===== src/rtl/jtag_vector_player.sv =====
// Plays JTAG TMS/TDI vectors from a stimulus RAM with a programmable TCK period,
// optionally capturing TDO for each step into a second RAM.
`timescale 1ns/1ps
module jtag_vector_player #(
    parameter int ADDR_W = 12
) (
    input  logic              clk,
    input  logic              reset,
    input  logic              start,
    input  logic              abort,
    input  logic [31:0]       tck_width,
    input  logic [31:0]       tdo_delay,
    input  logic [31:0]       vector_start,
    input  logic [31:0]       vector_end,
    input  logic [31:0]       vector_number_repeat,
    output logic [ADDR_W-1:0] vector_1_addr,
    input  logic [7:0]        vector_1_rd_data,
    output logic [ADDR_W-1:0] vector_2_addr,
    output logic              vector_2_we,
    output logic [7:0]        vector_2_wr_data,
    input  logic              tdo,
    output logic              tck,
    output logic              tms,
    output logic              tdi,
    output logic              busy,
    output logic              done,
    output logic [31:0]       pass_count
);
    typedef enum logic [2:0] {IDLE, FETCH, LOAD, LOW, HIGH} state_t;

    state_t            state_reg, state_next;
    logic [31:0]       cnt_reg, pass_reg;
    logic [ADDR_W-1:0] cur_reg, v2_addr_reg;
    logic              tck_reg, tms_reg, tdi_reg, cap_reg, smp_reg;
    logic              we_reg, done_reg, data_bit_reg;

    logic [31:0] w_last, smp_idx, p_eff;
    logic        at_end, smp_now, tdo_bit;
    logic        launch, step_end, finish;

    // Upper address bits and spare stimulus bits carry no meaning here.
    logic unused_bits;
    assign unused_bits = ^{vector_start[31:ADDR_W], vector_end[31:ADDR_W], vector_1_rd_data[7:3]};

    always_comb begin
        w_last  = (tck_width == 32'd0) ? 32'd0 : tck_width - 32'd1;
        smp_idx = (tdo_delay < w_last) ? tdo_delay : w_last;
        p_eff   = (vector_number_repeat == 32'd0) ? 32'd1 : vector_number_repeat;
        at_end  = (cur_reg == vector_end[ADDR_W-1:0]);
        smp_now = (state_reg == HIGH) && (cnt_reg == smp_idx);
        // The sample cycle may coincide with the last HIGH cycle, so bypass the register.
        tdo_bit = smp_now ? tdo : smp_reg;
    end

    always_comb begin
        state_next = state_reg;
        launch     = 1'b0;
        step_end   = 1'b0;
        finish     = 1'b0;
        case (state_reg)
            IDLE: begin
                if (start && !abort) begin
                    launch     = 1'b1;
                    state_next = FETCH;
                end
            end
            FETCH: state_next = LOAD;
            LOAD:  state_next = LOW;
            LOW: begin
                if (cnt_reg == w_last) state_next = HIGH;
            end
            HIGH: begin
                if (cnt_reg == w_last) begin
                    step_end = 1'b1;
                    if (!at_end || (pass_reg + 32'd1 < p_eff)) begin
                        state_next = FETCH;
                    end else begin
                        state_next = IDLE;
                        finish     = 1'b1;
                    end
                end
            end
            default: state_next = IDLE;
        endcase
        if (abort && state_reg != IDLE) begin
            state_next = IDLE;
            step_end   = 1'b0;
            finish     = 1'b0;
        end
    end

    always_ff @(posedge clk) begin
        if (reset) begin
            state_reg    <= IDLE;
            cnt_reg      <= 32'd0;
            pass_reg     <= 32'd0;
            cur_reg      <= '0;
            v2_addr_reg  <= '0;
            tck_reg      <= 1'b0;
            tms_reg      <= 1'b0;
            tdi_reg      <= 1'b0;
            cap_reg      <= 1'b0;
            smp_reg      <= 1'b0;
            we_reg       <= 1'b0;
            done_reg     <= 1'b0;
            data_bit_reg <= 1'b0;
        end else begin
            state_reg <= state_next;
            done_reg  <= finish;
            we_reg    <= step_end && cap_reg;
            tck_reg   <= (state_next == HIGH);
            cnt_reg   <= ((state_reg == LOW || state_reg == HIGH) && state_next == state_reg)
                         ? cnt_reg + 32'd1 : 32'd0;
            if (smp_now) smp_reg <= tdo;
            if (state_reg == LOAD) begin
                tms_reg <= vector_1_rd_data[0];
                tdi_reg <= vector_1_rd_data[1];
                cap_reg <= vector_1_rd_data[2];
            end
            if (launch) begin
                cur_reg  <= vector_start[ADDR_W-1:0];
                pass_reg <= 32'd0;
            end else if (step_end) begin
                if (!at_end) begin
                    cur_reg <= cur_reg + 1'b1;
                end else begin
                    pass_reg <= pass_reg + 32'd1;
                    cur_reg  <= vector_start[ADDR_W-1:0];
                end
            end
            if (step_end && cap_reg) begin
                v2_addr_reg  <= cur_reg;
                data_bit_reg <= tdo_bit;
            end
        end
    end

    assign vector_1_addr    = cur_reg;
    assign vector_2_addr    = v2_addr_reg;
    assign vector_2_we      = we_reg;
    assign vector_2_wr_data = {7'b0, data_bit_reg};
    assign tck              = tck_reg;
    assign tms              = tms_reg;
    assign tdi              = tdi_reg;
    assign busy             = (state_reg != IDLE);
    assign done             = done_reg;
    assign pass_count       = pass_reg;
endmodule


===== config.mk =====
export PLATFORM = sky130hd
export DESIGN_NAME = jtag_vector_player
export DESIGN_NICKNAME = d
export VERILOG_FILES = /design/src/rtl/jtag_vector_player.sv
export SDC_FILE = /design/constraint.sdc
export NUM_CORES = 1
export LEC_CHECK = 0
export ABC_AREA = 0
export BUFFER_PORTS_ARGS = -buffer_cell sky130_fd_sc_hd__buf_4
export CAP_MARGIN = 20
export CORE_ASPECT_RATIO = 2
export CORE_MARGIN = 2
export CORE_UTILIZATION = 55
export DETAILED_ROUTE_END_ITERATION = 8
export PLACE_DENSITY = 0.82
export SLEW_MARGIN = 5
export SYNTH_ARGS = -nofsm -noshare
export SYNTH_HDL_FRONTEND = slang
export SYNTH_SLANG_ARGS = --single-unit

===== constraint.sdc =====
create_clock -name clk -period 7.05 [get_ports clk]
set_input_delay 1.0575 -clock clk [delete_from_list [all_inputs] [get_ports clk]]
set_output_delay 1.0575 -clock clk [all_outputs]
set_load 0.05 [all_outputs]

; Word level (Yosys, flattened, before mapping)
; Cells that the tools add are included.
[totals]
register_bits = 99
output_inout_bits = 70
elab_cells = 68
[classes]
add_sub_neg = 4
n_lt_le_gt_ge = 2
eq_ne = 9
muxes = 19
n_bitwise = 3
reduce_logical = 18
[op_table]
columns = op, n
row1 = 32-bit two-way mux, 3
row2 = 32-bit by 1-bit adder with 32-bit output (second input constant), 2
row3 = 32-bit equality test, 2
row4 = 32-bit zero test, 2
row5 = 32-bit < comparator, 2
row6 = 12-bit two-way mux, 3
row7 = 32-bit by 1-bit subtractor with 32-bit output (second input constant), 1
row8 = 3-bit case mux with 5 select lines, 1
row9 = 12-bit by 1-bit adder with 12-bit output (second input constant), 1
row10 = 12-bit equality test, 1
row11 = 3-bit two-way mux, 4
row12 = 1-bit two-way mux, 8
row13 = 3-bit by 2-bit equality test with 1-bit output (second input constant), 2
row14 = 3-bit equality test (second input constant), 2
row15 = 1-bit logical AND, 5
row16 = 2-bit OR reduction, 2
row17 = 4-bit OR reduction, 1
row18 = 3-bit by 1-bit equality test with 1-bit output (second input constant), 1
row19 = 3-bit equality test, 1
row20 = 3-bit zero test, 1
row21 = 1-bit NOT, 3
row22 = 3-bit nonzero test, 1
row23 = 1-bit zero test, 2
row24 = 1-bit logical OR, 2
row25 = 2 further kinds, 2

; Longest topological paths before layout
[depth]
ltp_word = 12
mapped_depth = 22
ltp_nobuf = 20

; Worst setup path after synthesis
; OpenSTA, ideal clock, no wires.
[synth_timing]
path_type = in2reg
start = in tck_width[19]
end = reg data_bit_reg
setup_time_ps = 88
arrival_ps = 6201
t_required_ps = 6962
slack_ps = 761
path_stages = 20
n_path_buf = 5
cell_sequence = clkbuf_1 or4_1 clkbuf_1 nor4_4 nand3_1 buf_2 buf_2 clkbuf_1 nand2_1 ha_1 a21oi_1 o21ai_0 or4_1 o2111a_1 nor3_1 and3_1 o211ai_1 or4_1 or4_4 a311oi_2
[synth_via]
elab_chain_len = 7
word_cells_on_any_way = 13
cone_classes = add/sub: 1 / order compare: 1 / eq/ne: 2 / mux: 6 / reduce/logical: 3
[synth_lines]
columns = element, line
row1 = "start, declared", 11  ; input logic [31:0] tck_width,
row2 = 32-bit by 1-bit subtractor with 32-bit output / 32-bit zero test (equally long branches), 46  ; w_last = (tck_width == 32'd0) ? 32'd0 : tck_width - 32'd1;
row3 = 32-bit two-way mux (*), 46
row4 = 32-bit < comparator / 32-bit equality test (equally long branches), "47, 73"
row5 = 32-bit two-way mux / 1-bit two-way mux (equally long branches), "47, 73"
row6 = 32-bit equality test / 1-bit two-way mux (equally long branches), "50, 60"
row7 = 1-bit logical AND / 1-bit two-way mux (equally long branches), "50, 85"
row8 = 1-bit two-way mux / 1-bit logical AND (equally long branches), -
row9 = "end signal, assigned", 133  ; data_bit_reg <= tdo_bit;
row10 = "end, declared", 35  ; logic we_reg, done_reg, data_bit_reg;
; Mark *: on every way between the ends. The rest lies on a longest branch, timed or not.
; A chain may end at the register's enable or synchronous reset.

; Worst setup path after layout
[layout_timing]
start = in tck_width[9]
end = reg data_bit_reg
; The elaborated chain is that of the path after synthesis.

==> reports/results.ini <==
[drt]
vias=10800
drtIter0Drc=750
wl_per_cell_um=19.5
drt_first_pass_iters=6
wirelength_um=32600
ant_nets=0
drc=0
via_per_inst=6.46

[cts]
cts_buffers=9
cts_root_buf=clkbuf_16
cts.sinks=99
clockBufferDepth=2
post_cts_resized=0
cts_tree=yes
insertion_delay_ns=0.35
htreeDepth=3
clk_pin_slew_ns=0.07
cts_hold_buf=0
cts_setup_buffers=0

[timing]
relSlewSlack_pct=38.3
setup_viol=0
period_needed_ns=6.27
worst_slew_pin_slew_ns=0.917
period_share_pct=88.9
finalSetupTns_ns=0
rsz0062_at_grt=false
finClkSkew_ns=0.0121
maxSlewViolCount=0
fmax_mhz=160
hold_viol=0

[die]
row_count=69
placeableCoreArea_mm2=0.0176
die-area_mm2=0.0189
die_width_um=98.3
die_y_um=193
io_pins=243
initial_utilization_pct=55.5

[critical_path]
max_stage_delay_ns=0.64
start_kind=primary input
crit_cells=18
rr_worst_depth=19
r2r-start=pass_count[0]$_SDFFE_PP0P_
crit_start=tck_width[9]
crit_chain=buf_4 -> or4_4 -> or4_1 -> or4_1 -> nand2_1 -> nand2_1 -> ha_1 -> nand4_1 -> nor4_1 -> buf_4 -> o2111a_1 -> nor3_1 -> buf_4 -> a2111oi_0 -> a21oi_1 -> or4_1 -> or4_4 -> a311oi_2
crit_path_top_delay_cell=or4_1
crit_arrival_ns=6.52
cp_num_buf_inv=3
end_kind=flop
cp.required_ns=7.31
cp_max_fo=9
path_delay_family=simple AND/OR/NAND/NOR gates
crit_type=in2reg
reg2reg_to=state_reg[0]$_SDFF_PP0_
ff2ff_setup_slack_ns=2.11

[pwr]
seqPwrFrac_pct=41.1
pwr-share-comb_pct=23.5
clkPwrFrac_pct=35.4
internal_power_mw=0.957
switching_share_pct=32.3
p_sw_mw=0.456
pwr_density_cell_mw_per_mm2=122
finalPower_mw=1.41
p_leak_nw=4.72
ir_worst_vdd_v=0.000126

[place]
dpl.hpwl_um=25700
gp_congestion=1.00
port_buffers=190
place_inst=1650

[layout]
instances_no_fill=1667
syn_to_final_growth_pct=18.5
num-nets-final=1689
drive_gt1_share_pct=18.4
antenna_cells=0
fill_cells=1545
finish.utilization_pct=65.8

[yosys]
synth-seq-cells=99
syn_area_mm2=0.00978
ys_async_sr_fraction_pct=0
synth_warnings=0
synth_edf_count=0
synthCells=1309
syn_avg_cell_area_um2=7.47
synth_top_cells_by_area=dfxtp_1, ha_1, xnor2_1
synth_ff_type=dfxtp_1
yosys.area.top_type_share_pct=20.3
yosysSeqAreaShare_pct=20.3
yosysTopAreaCell=dfxtp_1
synth_cell_types=84

[min_path]
hold_end=vector_2_addr[4]$_SDFFE_PP0P_
min_from=vector_2_addr[4]$_SDFFE_PP0P_
worstHoldPathCells=2
hold_path.class=reg2reg

[grt]
antenna_found_initial=0
grt_pass1_vias=10200
grtUsageTotal_pct=33.5
grt_max_degree=57
grt_pass1_wl_um=51500
grt_overflow=0

[flow_run]
drv_cap=0

[run_status]
outcome=finished clean

[power by group through the flow]
stage	registers, mW	clock network (mW)	logic, mW
floorplan	0.607	0	0.178
global placement	0.594	0	0.315
detailed placement	0.594	0	0.326
global route	0.582	0.535	0.359
CTS	0.581	0.506	0.327
finish	0.581	0.499	0.332
[worst max path at each step]
| stage | endpoint | slack [ns] |
|---|---|---|
| CTS | data_bit_reg$_SDFFE_PP0P_ | 0.84 |
| finish | data_bit_reg$_SDFFE_PP0P_ | 0.78 |
| floorplan | data_bit_reg$_SDFFE_PP0P_ | 0.76 |
| global placement | data_bit_reg$_SDFFE_PP0P_ | 0.61 |
| global route | data_bit_reg$_SDFFE_PP0P_ | 0.46 |
| detailed placement | data_bit_reg$_SDFFE_PP0P_ | 0.50 |
[metrics by stage]
stage          instance area (um2)  worst slack (ns)  hold WS [ns]
2_1_floorplan                 9800             0.761         0.447
3_5_place_dp                 11300             0.502         0.472
3_3_place_gp                 11300             0.612         0.463
5_1_grt                      11600             0.462         0.513
6_report                     11600             0.781         0.490
4_1_cts                      11600             0.842         0.488
[worst min-delay path: cells and delay by family, from the launching register on]
kind / cells / cell delay (ns)
AOI/OAI and AO/OA: 2 / 0.13
DFF: 1 / 0.31
[layer usage]
metal  wire length, um  GRT usage, %  up-vias
li1                  -             -     5116
met1             12900          41.8     5029
met2             15500          56.0      540
met3              2570          5.54       88
met4              1590          15.9        0
met5                 0             0        -
[area by class of cell]
cell class	instances	area [um2]	share of cell area, %
repair buffers	214	1620	14.0
inverters	78	293	2.53
clock inverters	7	67.6	0.583
well taps	213	267	2.30
multi-input cells	1047	7130	61.5
clock buffers	9	225	1.94
flip-flops and latches	99	1980	17.1
[cells in the final DEF (no fill, tap or decap), drive strengths merged, types with 29 or more instances in the layout]
cell type  count
nor3          36
or4           39
a21oi         93
nor2          81
nand4         39
xnor2         82
and3          32
buf          214
dfxtp         99
o31ai         29
o21ai         61
xor2          30
ha            67
nand3         67
nand2         84
inv           83
nor4          40
[synth_stat cells (all sizes together) (39+ instances only)]
cell    count
dfxtp      99
a21oi      93
nand2      84
xnor2      82
nor2       81
inv        78
ha         67
nand3      67
clkbuf     64
o21ai      61
nor4       40
nand4      39
or4        39
[logic make-up (layout without fill, tap and decap cells)]
group / after synthesis / after routing / synth area share [%]
XOR/XNOR: 116 / 116 / 11.0
buffers and inverters: 169 / 308 / 7.17
flip-flops: 99 / 99 / 20.3
AND/OR/NAND/NOR: 524 / 524 / 30.2
other: 1 / 7 / 0.0384
multiplexers: 9 / 9 / 0.960
adder cells (fa/ha/maj): 67 / 67 / 8.57
AO/OA/AOI/OAI: 324 / 324 / 21.8
No activity file was read; power rests on OpenSTA's default activity.
